--- config.mk ---
export PLATFORM = sky130hd
export DESIGN_NAME = ex_stage
export DESIGN_NICKNAME = d
export VERILOG_FILES = /design/src/rtl/ex_stage_pkg.sv /design/src/rtl/ex_stage_serial_shifter.sv /design/src/rtl/ex_stage.sv
export SDC_FILE = /design/constraint.sdc
export NUM_CORES = 1
export LEC_CHECK = 0
export ABC_AREA = 1
export CORE_ASPECT_RATIO = 0.5
export CORE_UTILIZATION = 55
export DETAILED_ROUTE_END_ITERATION = 10
export PLACE_DENSITY = 0.89
export SKIP_LAST_GASP = 1
export SYNTH_ARGS = -nofsm -noshare
export SYNTH_HDL_FRONTEND = slang
export SYNTH_HIERARCHICAL = 1
export SYNTH_SLANG_ARGS = --single-unit
--- constraint.sdc ---
create_clock -name clk -period 2.6 [get_ports clk]
set_input_delay 0.52 -clock clk [delete_from_list [all_inputs] [get_ports clk]]
set_output_delay 0.52 -clock clk [all_outputs]
set_load 0.02 [all_outputs]
--- src/rtl/ex_stage_pkg.sv ---
// ex_stage_pkg: shared encodings for the execute stage.
//   - ALU op codes, operand-select and memory-op encodings
//   - FSM state type for the serial shift sequencer
//   - EX/MEM boundary record and its bubble value
package ex_stage_pkg;

  localparam int EX_XLEN = 32;

  typedef enum logic [3:0] {
    ALU_ADD   = 4'd0,
    ALU_SUB   = 4'd1,
    ALU_SLL   = 4'd2,
    ALU_SLT   = 4'd3,
    ALU_SLTU  = 4'd4,
    ALU_XOR   = 4'd5,
    ALU_SRL   = 4'd6,
    ALU_SRA   = 4'd7,
    ALU_OR    = 4'd8,
    ALU_AND   = 4'd9,
    ALU_PASSB = 4'd10
  } alu_op_e;

  localparam logic SEL_A_RS1 = 1'b0;
  localparam logic SEL_A_PC  = 1'b1;

  typedef enum logic [1:0] {
    SEL_B_RS2  = 2'b00,
    SEL_B_IMM  = 2'b01,
    SEL_B_FOUR = 2'b10,
    SEL_B_ZERO = 2'b11
  } sel_b_e;

  typedef enum logic [1:0] {
    MEM_NONE  = 2'b00,
    MEM_LOAD  = 2'b01,
    MEM_STORE = 2'b10,
    MEM_RSVD  = 2'b11
  } mem_op_e;

  typedef enum logic {
    ST_IDLE  = 1'b0,
    ST_SHIFT = 1'b1
  } ex_state_e;

  typedef struct packed {
    logic [EX_XLEN-1:0] alu_result;
    logic [EX_XLEN-1:0] store_data;
    logic [1:0]         mem_op;
    logic [1:0]         mem_size;
    logic [4:0]         rd;
    logic               alu_to_reg;
  } ex_mem_t;

  // memOp = none and aluToReg = 0 make the record a no-op downstream.
  localparam ex_mem_t EXMEM_BUBBLE = '0;

  function automatic logic is_shift(input logic [3:0] op);
    return (op == ALU_SLL) || (op == ALU_SRL) || (op == ALU_SRA);
  endfunction

endpackage

--- src/rtl/ex_stage_serial_shifter.sv ---
// serial_shifter: 1 bit/cycle shifter with a down-counter.
//   i_clk, i_rst_n : clock, async active-low reset
//   i_load         : capture i_a, i_n and direction controls
//   i_a, i_n       : value to shift and shift amount (i_n >= 1)
//   i_left         : 1 = shift left, 0 = shift right
//   i_arith        : right shifts fill with the sign bit
//   i_hold         : freeze shift register and count
//   o_done         : last shift step is pending this cycle
//   o_result       : value after the pending step (final result when o_done)
module serial_shifter #(
  parameter int XLEN = 32
) (
  input  logic            i_clk,
  input  logic            i_rst_n,
  input  logic            i_load,
  input  logic [XLEN-1:0] i_a,
  input  logic [$clog2(XLEN)-1:0] i_n,
  input  logic            i_left,
  input  logic            i_arith,
  input  logic            i_hold,
  output logic            o_done,
  output logic [XLEN-1:0] o_result
);
  localparam int CW = $clog2(XLEN);

  logic [XLEN-1:0] r_sh;
  logic [CW-1:0]   r_cnt;
  logic            r_left;
  logic            r_arith;
  logic [XLEN-1:0] w_next;

  assign w_next   = r_left ? {r_sh[XLEN-2:0], 1'b0}
                           : {(r_arith & r_sh[XLEN-1]), r_sh[XLEN-1:1]};
  assign o_done   = (r_cnt == CW'(1));
  assign o_result = w_next;

  always_ff @(posedge i_clk or negedge i_rst_n) begin
    if (!i_rst_n) begin
      r_sh    <= '0;
      r_cnt   <= '0;
      r_left  <= 1'b0;
      r_arith <= 1'b0;
    end else if (i_load) begin
      r_sh    <= i_a;
      r_cnt   <= i_n;
      r_left  <= i_left;
      r_arith <= i_arith;
    end else if (!i_hold && (r_cnt != '0)) begin
      r_sh  <= w_next;
      r_cnt <= r_cnt - CW'(1);
    end
  end

endmodule

--- src/rtl/ex_stage.sv ---
// ex_stage: execute stage of the in-order RISC-V pipeline.
//   clk, reset          : clock, async active-low reset
//   rs1Data..pc         : operands from regfile / ID/EX latch
//   selA, selB, aluOp   : operand selects and ALU operation
//   memOp, memSize, rd, aluToReg : control carried into EX/MEM
//   stallIn             : MEM stall; freezes this stage
//   stallOut            : stall request upstream (combinational)
//   aluResult..aluToRegOut : registered EX/MEM outputs
// Non-zero shifts run through a serial shifter; a bubble is issued on the
// load edge and the real record is written on the final shift edge.
module ex_stage
  import ex_stage_pkg::*;
#(
  parameter int XLEN = 32
) (
  input  logic            clk,
  input  logic            reset,
  input  logic [XLEN-1:0] rs1Data,
  input  logic [XLEN-1:0] rs2Data,
  input  logic [XLEN-1:0] imm,
  input  logic [XLEN-1:0] pc,
  input  logic            selA,
  input  logic [1:0]      selB,
  input  logic [3:0]      aluOp,
  input  logic [1:0]      memOp,
  input  logic [1:0]      memSize,
  input  logic [4:0]      rd,
  input  logic            aluToReg,
  input  logic            stallIn,
  output logic            stallOut,
  output logic [XLEN-1:0] aluResult,
  output logic [XLEN-1:0] storeData,
  output logic [1:0]      memOpOut,
  output logic [1:0]      memSizeOut,
  output logic [4:0]      rdOut,
  output logic            aluToRegOut
);

  ex_state_e       r_state;
  ex_mem_t         r_exm;

  logic [XLEN-1:0] w_a;
  logic [XLEN-1:0] w_b;
  logic [4:0]      w_shamt;
  logic [XLEN-1:0] w_alu;
  logic            w_start;
  logic            w_stall_int;
  logic            w_sh_done;
  logic [XLEN-1:0] w_sh_result;
  ex_mem_t         w_exm;

  // Operand muxes
  assign w_a = (selA == SEL_A_PC) ? pc : rs1Data;

  always_comb begin
    w_b = '0;
    case (selB)
      SEL_B_RS2:  w_b = rs2Data;
      SEL_B_IMM:  w_b = imm;
      SEL_B_FOUR: w_b = XLEN'(4);
      default:    w_b = '0;
    endcase
  end

  assign w_shamt = w_b[4:0];

  // Single-cycle ALU. Shift ops only reach here with shamt = 0, where the
  // result is simply A; non-zero shifts go through the serial shifter.
  always_comb begin
    w_alu = '0;
    case (aluOp)
      ALU_ADD:   w_alu = w_a + w_b;
      ALU_SUB:   w_alu = w_a - w_b;
      ALU_SLL,
      ALU_SRL,
      ALU_SRA:   w_alu = w_a;
      ALU_SLT:   w_alu = {{(XLEN-1){1'b0}}, ($signed(w_a) < $signed(w_b))};
      ALU_SLTU:  w_alu = {{(XLEN-1){1'b0}}, (w_a < w_b)};
      ALU_XOR:   w_alu = w_a ^ w_b;
      ALU_OR:    w_alu = w_a | w_b;
      ALU_AND:   w_alu = w_a & w_b;
      ALU_PASSB: w_alu = w_b;
      default:   w_alu = '0;
    endcase
  end

  assign w_start     = (r_state == ST_IDLE) && is_shift(aluOp) && (w_shamt != 5'd0);
  assign w_stall_int = w_start || ((r_state == ST_SHIFT) && !w_sh_done);
  assign stallOut    = reset & (w_stall_int | stallIn);

  serial_shifter #(.XLEN(XLEN)) u_shifter (
    .i_clk    (clk),
    .i_rst_n  (reset),
    .i_load   (w_start && !stallIn),
    .i_a      (w_a),
    .i_n      (w_shamt),
    .i_left   (aluOp == ALU_SLL),
    .i_arith  (aluOp == ALU_SRA),
    .i_hold   (stallIn),
    .o_done   (w_sh_done),
    .o_result (w_sh_result)
  );

  // Record written on completion; ID/EX inputs are still held by stallOut
  // when a shift finishes, so they are sampled here in both cases.
  always_comb begin
    w_exm            = EXMEM_BUBBLE;
    w_exm.alu_result = (r_state == ST_SHIFT) ? w_sh_result : w_alu;
    w_exm.store_data = rs2Data;
    w_exm.mem_op     = (memOp == MEM_RSVD) ? MEM_NONE : memOp;
    w_exm.mem_size   = memSize;
    w_exm.rd         = rd;
    w_exm.alu_to_reg = aluToReg;
  end

  always_ff @(posedge clk or negedge reset) begin
    if (!reset) begin
      r_state <= ST_IDLE;
      r_exm   <= EXMEM_BUBBLE;
    end else if (!stallIn) begin
      case (r_state)
        ST_IDLE: begin
          if (w_start) begin
            r_exm   <= EXMEM_BUBBLE;
            r_state <= ST_SHIFT;
          end else begin
            r_exm   <= w_exm;
          end
        end
        ST_SHIFT: begin
          if (w_sh_done) begin
            r_exm   <= w_exm;
            r_state <= ST_IDLE;
          end
        end
      endcase
    end
  end

  assign aluResult   = r_exm.alu_result;
  assign storeData   = r_exm.store_data;
  assign memOpOut    = r_exm.mem_op;
  assign memSizeOut  = r_exm.mem_size;
  assign rdOut       = r_exm.rd;
  assign aluToRegOut = r_exm.alu_to_reg;

endmodule

==> impl_metrics.prom, run 1 <==
# TYPE chip_impl_metric gauge
chip_impl_metric{name="syn_avg_cell_area",unit="um2"} 6.37
chip_impl_metric{name="cts-hold-fix-buffers",unit=""} 0
chip_impl_metric{name="cts-buffers-inserted",unit=""} 17
chip_impl_info{name="synthDominantAreaCellType",value="dfrtp_1"} 1
chip_impl_metric{name="max-clock-path-buffers",unit=""} 2
chip_impl_info{name="ys.flop_type",value="dfrtp_1"} 1
chip_impl_info{name="firstError",value="[ERROR DPL-0033] detailed placement checks failed during check placement."} 1
chip_impl_metric{name="synth-seq-area-share",unit="%"} 22.6
chip_impl_info{name="synth_top_cells_by_area",value="dfrtp_1 23%, nand2_1 13%, ha_1 9.7%"} 1
chip_impl_metric{name="htree_num_levels",unit=""} 4
chip_impl_metric{name="asyncSetResetFlopFracSynth",unit="%"} 100
chip_impl_metric{name="yosysUniqueCellTypes",unit=""} 61
chip_impl_metric{name="post_cts.repair.setup_buffers",unit=""} 61
chip_impl_metric{name="synth_nets",unit=""} 2232
chip_impl_info{name="cts.root.buffer_cell",value="clkbuf_16"} 1
chip_impl_metric{name="place_inst",unit=""} 2833
chip_impl_metric{name="ys_seq_elements",unit=""} 114
chip_impl_metric{name="synthesis.yosys.warnings",unit=""} 6
chip_impl_info{name="run_status",value="stopped before the end"} 1
chip_impl_metric{name="clock_sink_count",unit=""} 114
chip_impl_metric{name="mapped_area",unit="um2"} 12600
chip_impl_info{name="lastStage",value="clock tree synthesis"} 1
chip_impl_metric{name="rows",unit=""} 38
chip_impl_metric{name="cts_resized",unit=""} 444
chip_impl_metric{name="port_buffers",unit=""} 222
chip_impl_metric{name="placer_s_final_routability_congestion_estimate",unit=""} 1.28
chip_impl_metric{name="initial_core_util",unit="%"} 57.2
chip_impl_metric{name="dp_worst_setup_slack",unit="ps"} -1480
chip_impl_metric{name="dp.final_hpwl",unit="mm"} 56.0
chip_impl_metric{name="boundary_pin_count",unit=""} 223
chip_impl_metric{name="number_of_enable_flip_flop_cells_after_synthesis",unit=""} 0
chip_impl_metric{name="synthDominantCellAreaShare",unit="%"} 22.6
chip_impl_metric{name="syn_inst",unit=""} 1984
chip_impl_metric{name="dieWidth",unit="um"} 216
chip_impl_metric{name="die_y",unit="um"} 109
==> cell usage after synthesis (7+ instances only) <==
cell type,n
nand4_1,39
ha_1,98
buf_4,10
buf_2,41
o21ai_1,26
nand2_1,432
nor3_1,13
nand3_1,179
o22ai_1,65
nor4_1,8
dfrtp_1,114
o221ai_1,7
a21oi_2,17
a22o_1,8
inv_2,21
a221oi_1,12
clkbuf_1,28
a21oi_1,145
inv_1,291
nand2_2,14
o2111ai_1,9
o21bai_1,11
buf_6,11
or2_2,25
o21ai_0,133
a211oi_1,13
nor2_1,150
==> metrics by stage <==
stage / cell area (um2) / hold WS, ps / utilization (%) / TNS (ps)
after floorplan: 13300 / 224 / - / -509
after detailed placement: 18700 / 483 / 84.4 / -80780
after global placement: 18700 / 462 / 84.4 / -61320
==> cells by family after synthesis <==
| family | count (synthesis) | share of synthesized area [%] |
|---|---|---|
| buf+inv | 409 | 13.7 |
| fa+ha+maj | 100 | 10.0 |
| simple gates | 883 | 30.9 |
| xor+xnor | 3 | 0.208 |
| compound gates | 475 | 22.6 |
| flops | 114 | 22.6 |
==> run 2, diff against run 1 <==
- CORE_ASPECT_RATIO: 0.5 -> default
- CORE_UTILIZATION: 55 -> 40
- PLACE_DENSITY: 0.89 -> default
- PLACE_DENSITY_LB_ADDON: default -> 0.15
==> impl_metrics.prom, run 2 <==
# TYPE chip_impl_metric gauge
chip_impl_metric{name="worst_skew_pair.late_latency",unit="ps"} 450
chip_impl_metric{name="setup-tns-final",unit="ps"} -7450
chip_impl_metric{name="maxCapViolCount",unit=""} 0
chip_impl_info{name="whs_endpoint",value="storeData[1]"} 1
chip_impl_metric{name="max_freq",unit="MHz"} 337
chip_impl_metric{name="initial_core_util",unit="%"} 41.0
chip_impl_info{name="end_of_the_worst_register_to_register_path",value="aluResult[26]"} 1
chip_impl_metric{name="cellInternalPower",unit="mW"} 8.05
chip_impl_info{name="violations",value="DRC, setup timing"} 1
chip_impl_metric{name="synthesis.yosys.warnings",unit=""} 6
chip_impl_metric{name="slew_limit_headroom",unit="%"} 41.3
chip_impl_metric{name="reg2reg_depth",unit=""} 9
chip_impl_metric{name="mapped_area",unit="um2"} 12600
chip_impl_metric{name="route.antenna.remaining_nets",unit=""} 0
chip_impl_info{name="hold_path_startpoint",value="rs2Data[1]"} 1
chip_impl_metric{name="clock_power_share",unit="%"} 14.9
chip_impl_metric{name="worst_ep_required_time",unit="ps"} 2930
chip_impl_metric{name="placer_s_final_routability_congestion_estimate",unit=""} 1.04
chip_impl_info{name="critical_path_class",value="in -> reg"} 1
chip_impl_metric{name="cp_max_fo",unit=""} 6
chip_impl_metric{name="place_inst",unit=""} 3007
chip_impl_metric{name="finClkSkew",unit="ps"} 14.1
chip_impl_metric{name="power.switching_fraction",unit="%"} 46.9
chip_impl_info{name="rsz0062_at_grt",value="yes"} 1
chip_impl_metric{name="num_vias",unit=""} 18300
chip_impl_metric{name="ys_seq_elements",unit=""} 114
chip_impl_metric{name="die_y",unit="um"} 180
chip_impl_info{name="mostFrequentLayoutCells",value="496 x buf_4, 346 x nand2_1, 212 x clkdlybuf4s50_1, 204 x inv_1, 132 x nand3_1"} 1
chip_impl_metric{name="syn_inst",unit=""} 1984
chip_impl_metric{name="dp.final_hpwl",unit="mm"} 52.3
chip_impl_metric{name="timing.final.setup_violations",unit=""} 30
chip_impl_metric{name="synthDominantCellAreaShare",unit="%"} 22.6
chip_impl_info{name="run_status",value="finished, violations left"} 1
chip_impl_metric{name="synth_nets",unit=""} 2232
chip_impl_info{name="mostFrequentLayoutCell",value="buf_4"} 1
chip_impl_metric{name="detailedRoute.firstPassIterationCount",unit=""} 10
chip_impl_metric{name="cp_data_arrival_time",unit="ps"} 3290
chip_impl_metric{name="setup.reg_to_reg.worst_slack",unit="ps"} 360
chip_impl_metric{name="asyncSetResetFlopFracSynth",unit="%"} 100
chip_impl_metric{name="boundary_pin_count",unit=""} 223
chip_impl_metric{name="flow.area_growth_from_synthesis",unit="%"} 85.7
chip_impl_metric{name="clk_pin_slew",unit="ps"} 60
chip_impl_metric{name="power.sequential.fraction",unit="%"} 21.2
chip_impl_metric{name="p_comb_share",unit="%"} 63.9
chip_impl_metric{name="number_of_enable_flip_flop_cells_after_synthesis",unit=""} 0
chip_impl_metric{name="dieWidth",unit="um"} 180
chip_impl_info{name="cts.root.buffer_cell",value="clkbuf_16"} 1
chip_impl_info{name="cp-end-kind",value="register"} 1
chip_impl_metric{name="hold_violations",unit=""} 0
chip_impl_metric{name="static-leakage-power",unit="nW"} 11.0
chip_impl_metric{name="layout-drive-gt1-share",unit="%"} 45.5
chip_impl_metric{name="vdd.ir_drop.worst",unit="mV"} 0.668
chip_impl_metric{name="powerDensity",unit="nW/um2"} 646
chip_impl_info{name="timing.hold.worst.class",value="in -> reg"} 1
chip_impl_metric{name="total_switching_power",unit="mW"} 7.12
chip_impl_metric{name="wl",unit="mm"} 72.3
chip_impl_metric{name="global_route_wire_length_before_repair",unit="mm"} 102
chip_impl_metric{name="totalPowerFinal",unit="mW"} 15.2
chip_impl_metric{name="initial_drc_count",unit=""} 2084
chip_impl_info{name="critical-path-slowest-cell",value="ha_4"} 1
chip_impl_metric{name="post_drt_via_cell_ratio",unit=""} 5.84
chip_impl_metric{name="final_max_slew_viol_count",unit=""} 0
chip_impl_metric{name="layout.nets",unit=""} 2976
chip_impl_metric{name="largest_net_degree_at_the_start_of_global_routing",unit=""} 76
chip_impl_metric{name="vias_in_the_first_global_route",unit=""} 17400
chip_impl_info{name="synthDominantAreaCellType",value="dfrtp_1"} 1
chip_impl_metric{name="period_share",unit="%"} 114
chip_impl_metric{name="max-clock-path-buffers",unit=""} 2
chip_impl_metric{name="timing.critical_path.slowest_cell_delay",unit="ps"} 250
chip_impl_metric{name="cts-buffers-inserted",unit=""} 17
chip_impl_metric{name="htree_num_levels",unit=""} 4
chip_impl_info{name="synth_most_common_cell",value="nand2_1"} 1
chip_impl_metric{name="port_buffers",unit=""} 222
chip_impl_metric{name="track_usage",unit="%"} 41.7
chip_impl_metric{name="min_setup_slack_post_route",unit="ps"} -368
chip_impl_metric{name="num_antenna_cells",unit=""} 0
chip_impl_metric{name="rows",unit=""} 64
chip_impl_metric{name="clock_sink_count",unit=""} 114
chip_impl_metric{name="gr-total-overflow",unit=""} 0
chip_impl_metric{name="wp_buf_inv",unit=""} 9
chip_impl_metric{name="drc",unit=""} 5
chip_impl_metric{name="finalNonFillerCells",unit=""} 3137
chip_impl_metric{name="design.die.area",unit="um2"} 32300
chip_impl_metric{name="syn_avg_cell_area",unit="um2"} 6.37
chip_impl_metric{name="yosysUniqueCellTypes",unit=""} 61
chip_impl_info{name="synth_top_cells_by_area",value="dfrtp_1 23%, nand2_1 13%, ha_1 9.7%"} 1
chip_impl_info{name="synth_common_cells",value="432 x nand2_1, 291 x inv_1, 179 x nand3_1, 150 x nor2_1, 145 x a21oi_1"} 1
chip_impl_metric{name="synth-seq-area-share",unit="%"} 22.6
chip_impl_metric{name="detail_route.wl_per_cell",unit="um"} 23.0
chip_impl_info{name="startpoint_types",value="input port"} 1
chip_impl_info{name="ys.flop_type",value="dfrtp_1"} 1
chip_impl_metric{name="tightest_slew",unit="ps"} 881
chip_impl_metric{name="core",unit="um2"} 30800
chip_impl_metric{name="holdPathStages",unit=""} 3
chip_impl_metric{name="initial_antenna_violation_count",unit=""} 0
chip_impl_info{name="cts_tree",value="done"} 1
chip_impl_metric{name="min_period",unit="ps"} 2970
chip_impl_info{name="cpLargestDelayFamily",value="simple AND/OR/NAND/NOR gates"} 1
chip_impl_metric{name="timing.hold.ws",unit="ps"} 436
chip_impl_info{name="startpoint_of_the_lowest_slack_register_to_register_path",value="u_shifter/r_cnt[2]"} 1
chip_impl_info{name="path_cells",value="buf_12, nor2_4, clkinv_4, buf_12, buf_16, buf_6, o22ai_4, inv_2, ha_4, buf_4, nor2_4, inv_4, buf_6, nor3_4, nand2_1, nand2_4, a21oi_1, o21ai_0, nand3_2, nand2_2, a21oi_2"} 1
==> run 2: cell counts after synthesis <==
No cell type changed its count.
==> run 2: how the worst max path moves through the flow <==
stage | cells past startpoint | endpoint | start | slack (ps)
2_1_floorplan | 20 | aluResult[0] | selB[1] | -80
3_3_place_gp | 20 | aluResult[31] | selB[0] | -1480
3_5_place_dp | 20 | aluResult[31] | selB[0] | -1540
4_1_cts | 23 | aluResult[19] | selB[1] | -270
5_1_grt | 20 | aluResult[30] | rs2Data[16] | -520
6_report | 21 | aluResult[13] | selB[1] | -370
==> run 2: area by class of cell <==
class / count / area (um2)
clock inverters: 13 / 101
fillers: 2225 / 7340
multi-input cells: 1461 / 10800
repair buffers: 820 / 7500
inverters: 314 / 1240
clock buffers: 19 / 453
well taps: 396 / 495
flip-flops and latches: 114 / 2850
==> run 2: what timing repair did <==
| item | in CTS | in global routing |
|---|---|---|
| hold buffers | 1 | 0 |
| buffers inserted | 46 | 48 |
| hold endpoints to repair | 13 | 0 |
| gates cloned | 6 | 1 |
| gates resized for setup | 392 | 333 |
| pin swaps | 136 | 165 |
| endpoints found under the setup margin | 42 | 32 |
==> run 2: per-stage QoR <==
step	setup WS, ps	util [%]	instance area [um2]
floorplan	-82.5	-	13300
global placement	-1480	63.0	19400
detailed placement	-1540	63.0	19400
CTS	-268	70.9	21900
global route	-519	76.2	23500
finish	-368	76.2	23500
==> run 2: routing by layer <==
| metal | vias to the layer above | track usage [%] | wire (um) |
|---|---|---|---|
| li1 | 8129 | - | - |
| met1 | 8737 | 55.7 | 28600 |
| met2 | 1174 | 64.5 | 32000 |
| met3 | 290 | 7.80 | 7480 |
| met4 | 0 | 20.6 | 4240 |
| met5 | - | 0 | 0 |
==> run 2: logic make-up after synthesis <==
kind of cell,count (synthesis),synth area share (%)
xor+xnor,3,0.208
fa+ha+maj,100,10.0
compound gates,475,22.6
buf+inv,409,13.7
flops,114,22.6
simple gates,883,30.9
==> run 2: worst register-to-register path: stages (launching register included) <==
cell,delay [ps]
dfrtp_1,420
nor2_2,220
nand2_1,70
nor2_1,100
nor2_1,60
nor2_2,170
inv_2,80
buf_4,390
a21oi_1,500
a21oi_2,90
==> run 2: power by group through the flow <==
| stage | clock [mW] | sequential (mW) | combinational [mW] |
|---|---|---|---|
| 3_5_place_dp | 0 | 3.20 | 8.10 |
| 6_report | 2.26 | 3.22 | 9.70 |
| 3_3_place_gp | 0 | 3.17 | 7.98 |
| 5_1_grt | 2.33 | 3.30 | 10.2 |
| 4_1_cts | 2.27 | 3.18 | 8.75 |
| 2_1_floorplan | 0 | 3.75 | 3.75 |
Power figures use the tool's default switching activity.
